===== src/rtl/cfifo_pmp_sync.sv =====
// cfifo_pmp_sync: clocked PMP click FIFO.
// A drive/free token plus payload ripples through DEPTH bubble-pipelined
// stages, pulsing a per-stage fire bit as it lands. The last stage offers
// the token downstream OUT_DELAY cycles after landing and holds it until
// the downstream free pulse arrives.
module cfifo_pmp_sync #(
    parameter int DEPTH     = 1,
    parameter int DATA_W    = 32,
    parameter int OUT_DELAY = 2
) (
    input  logic                       clk,
    input  logic                       rst,
    input  logic                       i_drive,
    input  logic [DATA_W-1:0]          i_data,
    output logic                       o_ready,
    output logic                       o_free,
    output logic [DEPTH-1:0]           o_fire,
    output logic                       o_driveNext,
    output logic [DATA_W-1:0]          o_data,
    input  logic                       i_freeNext,
    output logic [$clog2(DEPTH+1)-1:0] o_count,
    output logic                       o_proto_err
);

    localparam int CNT_W = $clog2(DEPTH + 1);
    localparam int DLY_W = (OUT_DELAY > 1) ? $clog2(OUT_DELAY) : 1;
    localparam logic [DLY_W-1:0] DLY_INIT = DLY_W'(OUT_DELAY - 1);
    localparam logic [DLY_W-1:0] DLY_ZERO = {DLY_W{1'b0}};
    localparam logic [DLY_W-1:0] DLY_ONE  = DLY_W'(1);

    typedef enum logic [1:0] {
        ST_IDLE  = 2'd0,
        ST_WAIT  = 2'd1,
        ST_OFFER = 2'd2,
        ST_HOLD  = 2'd3
    } state_t;

    // Stage storage and registered outputs.
    logic [DEPTH-1:0]  r_valid;
    logic [DATA_W-1:0] r_data [DEPTH];
    logic [DEPTH-1:0]  r_fire;
    logic              r_free;
    logic              r_drive_next;
    logic [CNT_W-1:0]  r_count;
    logic              r_proto_err;
    state_t            r_state;
    logic [DLY_W-1:0]  r_dly;

    // Next-state wires.
    logic              w_consume;
    logic              w_capture;
    logic [DEPTH-1:0]  w_in;
    logic [DEPTH-1:0]  w_out;
    logic [DEPTH-1:0]  w_valid_nxt;
    logic [CNT_W-1:0]  w_count_nxt;
    logic              w_err_now;
    state_t            w_state_nxt;
    logic [DLY_W-1:0]  w_dly_nxt;

    // Downstream may only consume a token that has been offered.
    always_comb begin
        w_consume = i_freeNext && ((r_state == ST_OFFER) || (r_state == ST_HOLD));
        w_capture = i_drive && !r_valid[0];
        w_err_now = (i_drive && r_valid[0]) ||
                    (i_freeNext && !((r_state == ST_OFFER) || (r_state == ST_HOLD)));
    end

    // Bubble rule: a stage fills only if it was empty at the start of the cycle,
    // so a token leaves its stage exactly when the next stage takes it.
    always_comb begin
        w_in        = {DEPTH{1'b0}};
        w_out       = {DEPTH{1'b0}};
        w_count_nxt = {CNT_W{1'b0}};
        w_in[0]     = w_capture;
        for (int k = 1; k < DEPTH; k++) begin
            w_in[k] = r_valid[k-1] && !r_valid[k];
        end
        for (int k = 0; k < DEPTH - 1; k++) begin
            w_out[k] = w_in[k+1];
        end
        w_out[DEPTH-1] = w_consume;
        w_valid_nxt    = (r_valid & ~w_out) | w_in;
        for (int k = 0; k < DEPTH; k++) begin
            w_count_nxt = w_count_nxt + CNT_W'(w_valid_nxt[k]);
        end
    end

    // Output FSM: wait OUT_DELAY after landing, offer once, then hold until freed.
    always_comb begin
        w_state_nxt = r_state;
        w_dly_nxt   = r_dly;
        case (r_state)
            ST_IDLE: begin
                if (w_in[DEPTH-1]) begin
                    w_state_nxt = ST_WAIT;
                    w_dly_nxt   = DLY_INIT;
                end else begin
                    w_state_nxt = ST_IDLE;
                end
            end
            ST_WAIT: begin
                if (r_dly == DLY_ZERO) begin
                    w_state_nxt = ST_OFFER;
                end else begin
                    w_dly_nxt = r_dly - DLY_ONE;
                end
            end
            ST_OFFER: begin
                if (w_consume) begin
                    w_state_nxt = ST_IDLE;
                end else begin
                    w_state_nxt = ST_HOLD;
                end
            end
            ST_HOLD: begin
                if (w_consume) begin
                    w_state_nxt = ST_IDLE;
                end else begin
                    w_state_nxt = ST_HOLD;
                end
            end
            default: begin
                w_state_nxt = ST_IDLE;
                w_dly_nxt   = DLY_ZERO;
            end
        endcase
    end

    // Control state and registered pulse/level outputs.
    always_ff @(posedge clk) begin
        if (rst) begin
            r_valid      <= {DEPTH{1'b0}};
            r_fire       <= {DEPTH{1'b0}};
            r_free       <= 1'b0;
            r_drive_next <= 1'b0;
            r_count      <= {CNT_W{1'b0}};
            r_proto_err  <= 1'b0;
            r_state      <= ST_IDLE;
            r_dly        <= DLY_ZERO;
        end else begin
            r_valid      <= w_valid_nxt;
            r_fire       <= w_in;
            r_free       <= r_valid[0] && !w_valid_nxt[0];
            r_drive_next <= (w_state_nxt == ST_OFFER);
            r_count      <= w_count_nxt;
            r_proto_err  <= r_proto_err || w_err_now;
            r_state      <= w_state_nxt;
            r_dly        <= w_dly_nxt;
        end
    end

    // Payload travels with its token; a stage loads only when it captures.
    always_ff @(posedge clk) begin
        if (rst) begin
            for (int k = 0; k < DEPTH; k++) begin
                r_data[k] <= {DATA_W{1'b0}};
            end
        end else begin
            if (w_in[0]) begin
                r_data[0] <= i_data;
            end
            for (int k = 1; k < DEPTH; k++) begin
                if (w_in[k]) begin
                    r_data[k] <= r_data[k-1];
                end
            end
        end
    end

    assign o_ready     = !r_valid[0];
    assign o_free      = r_free;
    assign o_fire      = r_fire;
    assign o_driveNext = r_drive_next;
    assign o_data      = r_data[DEPTH-1];
    assign o_count     = r_count;
    assign o_proto_err = r_proto_err;

endmodule


===== config.mk =====
export PLATFORM = sky130hd
export DESIGN_NAME = cfifo_pmp_sync
export DESIGN_NICKNAME = d
export VERILOG_FILES = /design/src/rtl/cfifo_pmp_sync.sv
export SDC_FILE = /design/constraint.sdc
export NUM_CORES = 1
export LEC_CHECK = 0
export ABC_AREA = 0
export CAP_MARGIN = 20
export CORE_ASPECT_RATIO = 1.2
export CORE_MARGIN = 10
export CORE_UTILIZATION = 44
export CTS_BUF_LIST = sky130_fd_sc_hd__clkbuf_4 sky130_fd_sc_hd__clkbuf_8
export DETAILED_ROUTE_END_ITERATION = 8
export GPL_TIMING_DRIVEN = 1
export PLACE_DENSITY = 0.85
export SYNTH_ARGS = -nofsm -noshare
export SYNTH_HDL_FRONTEND = slang
export SYNTH_SLANG_ARGS = --single-unit

===== constraint.sdc =====
create_clock -name clk -period 3.98 [get_ports clk]
set_clock_uncertainty 0.1 [all_clocks]
set_input_delay 0.796 -clock clk [delete_from_list [all_inputs] [get_ports clk]]
set_output_delay 0.796 -clock clk [all_outputs]
set_load 0.01 [all_outputs]

==> flow_summary.yaml, run 1 <==
final_layout:
  nFillCells: 239
  synthToLayoutAreaGrowth_pct: 56.2
  final_area_sq_um: 2360
  diodes: 0
  drive_gt1_share_pct: 6.25
  final_nets: 211
  register_area_sq_um: 1120
  utilization_pct: 70.7
  multi_input_area_sq_um: 340
synthesis:
  yosys.area.top_type: "edfxtp_1"
  synth-main-ff-cell: "edfxtp_1"
  synth_edf_count: 32
  yosys_warnings: 0
  synth.distinct_cells: 21
  synth-async-reset-ratio_pct: 0
  synthesis.area_sq_um: 1510
  ys_top_cells_by_area: "edfxtp_1 (64%), and2_1 (13%), dfxtp_1 (11%)"
  seq_area_frac_synth_pct: 74.2
  syn_avg_cell_area_sq_um: 15.3
  netlist.area_leader.share_pct: 63.6
  postSynthCellCount: 99
  synthTopCellsByCount: "and2_1 (32), edfxtp_1 (32), dfxtp_1 (8)"
  synth-seq-cells: 40
  synth_nets: 135
worst_setup_path:
  cpMaxStageDelayCell: "nor3b_4"
  r2r_start: "o_count$_SDFF_PP0_"
  crit_path_end: "r_data[0][28]$_SDFFCE_PN0P_"
  crit_start: "rst"
  slowest_delay_ns: 0.80
  crit_path_start_kind: "input port"
  r2r_slack_ns: 2.34
  crit_type: "input port to register"
  path_cells: "clkdlybuf4s50_1 > nor3b_4 > and2_1"
  r2r_end: "r_data[0][28]$_SDFFCE_PN0P_"
  endpoint_kind: "register"
  r2r_cells: 2
  cp_max_fo: 33
  worstPathRequired_ns: 4.03
  crit_cells: 3
  critPathBufInv: 1
  cp.arrival_ns: 2.43
  path_delay_family: "simple AND/OR/NAND/NOR gates"
run_status:
  status: "complete, no violations"
floorplanning:
  io-pin-count: 74
  fp-row-count: 23
  dieWidth_um: 73.5
  die_y_um: 84.2
  start_util_pct: 45.2
  coreArea_sq_um: 3340
  dieArea_sq_um: 6190
clock_tree:
  htreeDepth: 2
  tritoncts: "built"
  cts_buffers: 5
  cts-root-buf: "clkbuf_8"
  clk_latency_ns: 0.28
  clkTransAtPathRegs_ns: 0.07
  cts_resized: 0
  hold_buffers: 0
  cts.sinks: 40
  cts_setup_buffers: 0
  clock_path_buffers: 2
global_routing:
  grt_max_degree: 34
  grt_pass1_wl_um: 5930
  grt.overflow.total: 0
  grt_usage_pct: 12.4
  antenna_found_initial: 0
  grt_pass1_vias: 1091
power_and_ir_drop:
  p_per_area_nw_per_um2: 391
  power.leakage_uw: 0.000888
  ir_drop_v: 0.000332
drt:
  drc_errors: 0
  route.detailed.wl_per_inst_um: 17.8
  dr.pass1.iters: 3
  vias_per_cell: 4.74
  drt_iter0_markers: 97
  dr_total_vias: 1009
  drt_wl_total_um: 3790
  final_antenna_net_count: 0
timing:
  timing.fmax_ghz: 0.420
  fin_ws_ns: 1.60
  finalCritPeriodShare_pct: 59.9
  tightest_slew_ns: 0.870
  slew_viol_final: 0
  timing.slew.headroom_pct: 41.9
  rsz0062_at_grt: "false"
  min_period_ns: 2.38
  tns_ns: 0
  hold_viol: 0
  setup_viol: 0
  whs_ns: 0.385
place:
  pre_cts_ws_ns: 1.27
  io_buffers: 73
  dpl.hpwl_um: 2950
  gp_congestion: 0.689
  postPlaceCellArea_sq_um: 2260
run:
  drv_cap: 0
min_path:
  min_path_type: "register to register"
[worst register-to-register path, stage by stage, from the launching register on]
cell     delay (ns)
dfxtp_1        0.40
nor3b_4        0.77
and2_1         0.24
[cell type report]
cell class / count / area share (%)
inverters: 4 / 0.637
multi-input cells: 50 / 14.4
repair buffers: 74 / 31.3
clock buffers: 8 / 4.14
flip-flops and latches: 40 / 47.5
well taps: 37 / 1.96
[sequential cells by signal, summed over array words and instances, names as in the netlist]
| register | flops |
|---|---|
| r_data | 32 |
| o_fire | 1 |
| r_dly | 1 |
| o_proto_err | 1 |
| o_free | 1 |
| o_count | 1 |
| r_state | 2 |
| o_driveNext | 1 |
[per-layer routing]
| metal | vias up | track usage (%) | share of wire [%] |
|---|---|---|---|
| li1 | 494 | - | - |
| met1 | 466 | 11.9 | 33 |
| met2 | 40 | 22.0 | 55 |
| met3 | 9 | 5.42 | 9.4 |
| met4 | 0 | 5.43 | 2.2 |
| met5 | - | 0 | 0 |
[kinds of logic (layout without fill, tap and decap cells)]
family / Yosys count / count (layout) / synth area share, %
and+or+nand+nor: 43 / 43 / 18.8
DFF: 40 / 40 / 74.2
buffers and inverters: 9 / 86 / 3.23
AOI/OAI and AO/OA: 7 / 7 / 3.73
[layout by cell type (no fill, tap or decap), types with 2 or more instances in the layout]
cell,n
dfxtp_1,8
inv_1,4
nand2_1,2
clkbuf_8,6
edfxtp_1,32
clkbuf_4,2
and2_1,32
or3b_1,3
a21oi_1,2
clkdlybuf4s50_1,73
[metrics by stage]
stage | power [uW] | cells
floorplan | 554 | 99
global placement | 645 | 205
detailed placement | 653 | 205
CTS | 932 | 213
global route | 960 | 213
finish | 921 | 213
[how the worst min path moves through the flow]
| stage | slack [ns] | cells after the start | startpoint | to |
|---|---|---|---|---|
| final | 0.39 | 2 | o_proto_err$_SDFF_PP0_ | o_proto_err$_SDFF_PP0_ |
| after global routing | 0.42 | 2 | o_proto_err$_SDFF_PP0_ | o_proto_err$_SDFF_PP0_ |
| after CTS | 0.39 | 2 | o_proto_err$_SDFF_PP0_ | o_proto_err$_SDFF_PP0_ |
| after detailed placement | 0.37 | 2 | o_proto_err$_SDFF_PP0_ | o_proto_err$_SDFF_PP0_ |
| after global placement | 0.37 | 2 | o_proto_err$_SDFF_PP0_ | o_proto_err$_SDFF_PP0_ |
| after floorplan | 0.34 | 1 | r_dly$_SDFFE_PP0P_ | o_driveNext$_SDFF_PP0_ |
[report_power, final]
part,switching [uW],internal (uW)
Combinational,53.5,89.2
Clock,125,155
Sequential,13.6,485
Total,192,729
(Power assumes the default switching activity.)
==> inputs of run 2 (changes only) <==
--- a/config.mk
+++ b/config.mk
@@ -9,11 +9,11 @@
 export CAP_MARGIN = 20
 export CORE_ASPECT_RATIO = 1.2
 export CORE_MARGIN = 10
-export CORE_UTILIZATION = 44
+export CORE_UTILIZATION = 37
 export CTS_BUF_LIST = sky130_fd_sc_hd__clkbuf_4 sky130_fd_sc_hd__clkbuf_8
 export DETAILED_ROUTE_END_ITERATION = 8
 export GPL_TIMING_DRIVEN = 1
-export PLACE_DENSITY = 0.85
+export PLACE_DENSITY = 0.76
 export SYNTH_ARGS = -nofsm -noshare
 export SYNTH_HDL_FRONTEND = slang
 export SYNTH_SLANG_ARGS = --single-unit
==> constraint.sdc (replaced) <==
create_clock -name clk -period 2 [get_ports clk]
set_clock_uncertainty 0.1 [all_clocks]
set_input_delay 0.4 -clock clk [delete_from_list [all_inputs] [get_ports clk]]
set_output_delay 0.4 -clock clk [all_outputs]
set_load 0.01 [all_outputs]
==> run 2 against run 1 <==
Hold slack worse by 0.016 ns. Global-route usage down 1.6 points. Sequential cell count unchanged. Cell count up 8.9%. Routed wire length down 1.1%. Highest routed layer unchanged.
==> flow_summary.yaml, run 2 (synthesized netlist as in run 1, its figures left out) <==
place:
  dpl.hpwl_um: 2980
  pre_cts_ws_ns: 0.207
  io_buffers: 73
  gp_congestion: 0.767
clock_tree:
  cts_resized: 0
  clock_path_buffers: 2
  clk_latency_ns: 0.28
  cts-root-buf: "clkbuf_8"
  cts.sinks: 40
  cts_buffers: 5
  cts_setup_buffers: 0
  tritoncts: "built"
  hold_buffers: 0
  htreeDepth: 2
  clkTransAtPathRegs_ns: 0.07
power_and_ir_drop:
  ir_drop_v: 0.000492
  p_per_area_nw_per_um2: 789
  power.leakage_uw: 0.000913
global_routing:
  grt_pass1_wl_um: 5980
  grt_usage_pct: 10.8
  grt.overflow.total: 0
  grt_max_degree: 34
  grt_pass1_vias: 1128
  antenna_found_initial: 0
drt:
  route.detailed.wl_per_inst_um: 16.2
  dr.pass1.iters: 4
  vias_per_cell: 4.42
  drt_iter0_markers: 71
  final_antenna_net_count: 0
  drt_wl_total_um: 3750
  dr_total_vias: 1026
  drc_errors: 0
final_layout:
  drive_gt1_share_pct: 7.30
  largest_register_ffs: 32
  final_nets: 213
  reg_top3: "r_data: 32 flops, r_state: 2 flops"
  register_area_sq_um: 1120
  regMostFlops: "r_data"
  diodes: 0
  utilization_pct: 61.7
  multi_input_area_sq_um: 340
  mostFrequentLayoutCells: "clkdlybuf4s50_1 (73), and2_1 (32), edfxtp_1 (32), dfxtp_1 (8), clkbuf_8 (5)"
  synthToLayoutAreaGrowth_pct: 61.1
  layout_commonest_cell: "clkdlybuf4s50_1"
  nFillCells: 313
timing:
  timing.fmax_ghz: 0.531
  finalCritPeriodShare_pct: 94.1
  slew_viol_final: 0
  tns_ns: 0
  hold_viol: 0
  fin_ws_ns: 0.117
  timing.slew.headroom_pct: 79.5
  tightest_slew_ns: 0.308
  min_period_ns: 1.88
  setup_viol: 0
  rsz0062_at_grt: "false"
floorplanning:
  fp-row-count: 25
  dieArea_sq_um: 7050
  io-pin-count: 74
  start_util_pct: 38.3
  die_y_um: 90.0
  dieWidth_um: 78.3
  coreArea_sq_um: 3940
worst_setup_path:
  worstPathRequired_ns: 1.50
  endpoint_kind: "output pin"
  crit_path_start_kind: "register"
  crit_type: "register to output pin"
  cp_max_fo: 8
  cp.arrival_ns: 1.38
run:
  drv_cap: 0
min_path:
  min_path_type: "register to register"
run_status:
  status: "complete, no violations"
run 2: changes by cell type in the layout (fill, tap and decap cells not counted), sizes merged:
cell	change
clkinv	+1
clkbuf	-2
buf	+2
bufinv	+1
run 2: cell type report:
type,count,share of cell area (%)
clock buffer,6,3.14
clock inverter,2,1.44
inverter,4,0.617
multi-input combinational,50,14.0
sequential,40,46.1
tap,54,2.78
timing repair buffer,76,32.0
run 2: worst paths after layout:
path | from | cells after the start | end | slack [ns]
max | o_count$_SDFF_PP0_ | 2 | o_ready | 0.12
min | o_proto_err$_SDFF_PP0_ | 2 | o_proto_err$_SDFF_PP0_ | 0.37
max reg2reg | o_count$_SDFF_PP0_ | 3 | r_data[0][18]$_SDFFCE_PN0P_ | 0.66
min reg2reg | o_proto_err$_SDFF_PP0_ | 2 | o_proto_err$_SDFF_PP0_ | 0.37
run 2: metal layers:
layer	global-route usage, %	up-vias	wire length (um)
met1	11.1	467	1500
met4	4.04	0	40
met2	17.7	58	1760
met5	0	-	0
li1	-	499	-
met3	6.37	2	448
run 2: report_power, final:
group / leakage (uW) / switching, uW / total, uW / internal, uW
clock: 0.0000586 / 251 / 635 / 384
sequential: 0.000411 / 26.8 / 991 / 965
combinational: 0.000443 / 107 / 294 / 187
total: 0.000913 / 385 / 1920 / 1530
run 2: through the flow:
step                      total power (uW)  hold slack [ns]  cells  area (sq um)
final                                 1920            0.369    232          2430
after global routing                  2010            0.390    232          2430
after CTS                             1940            0.376    232          2430
after detailed placement              1310            0.360    224          2320
after global placement                1300            0.357    224          2320
after floorplan                       1100            0.337     99          1510
run 2: critical path, cell delays in order, from the launching register on:
cell	delay (ns)
dfxtp_1	0.48
inv_1	0.12
clkdlybuf4s50_1	0.50
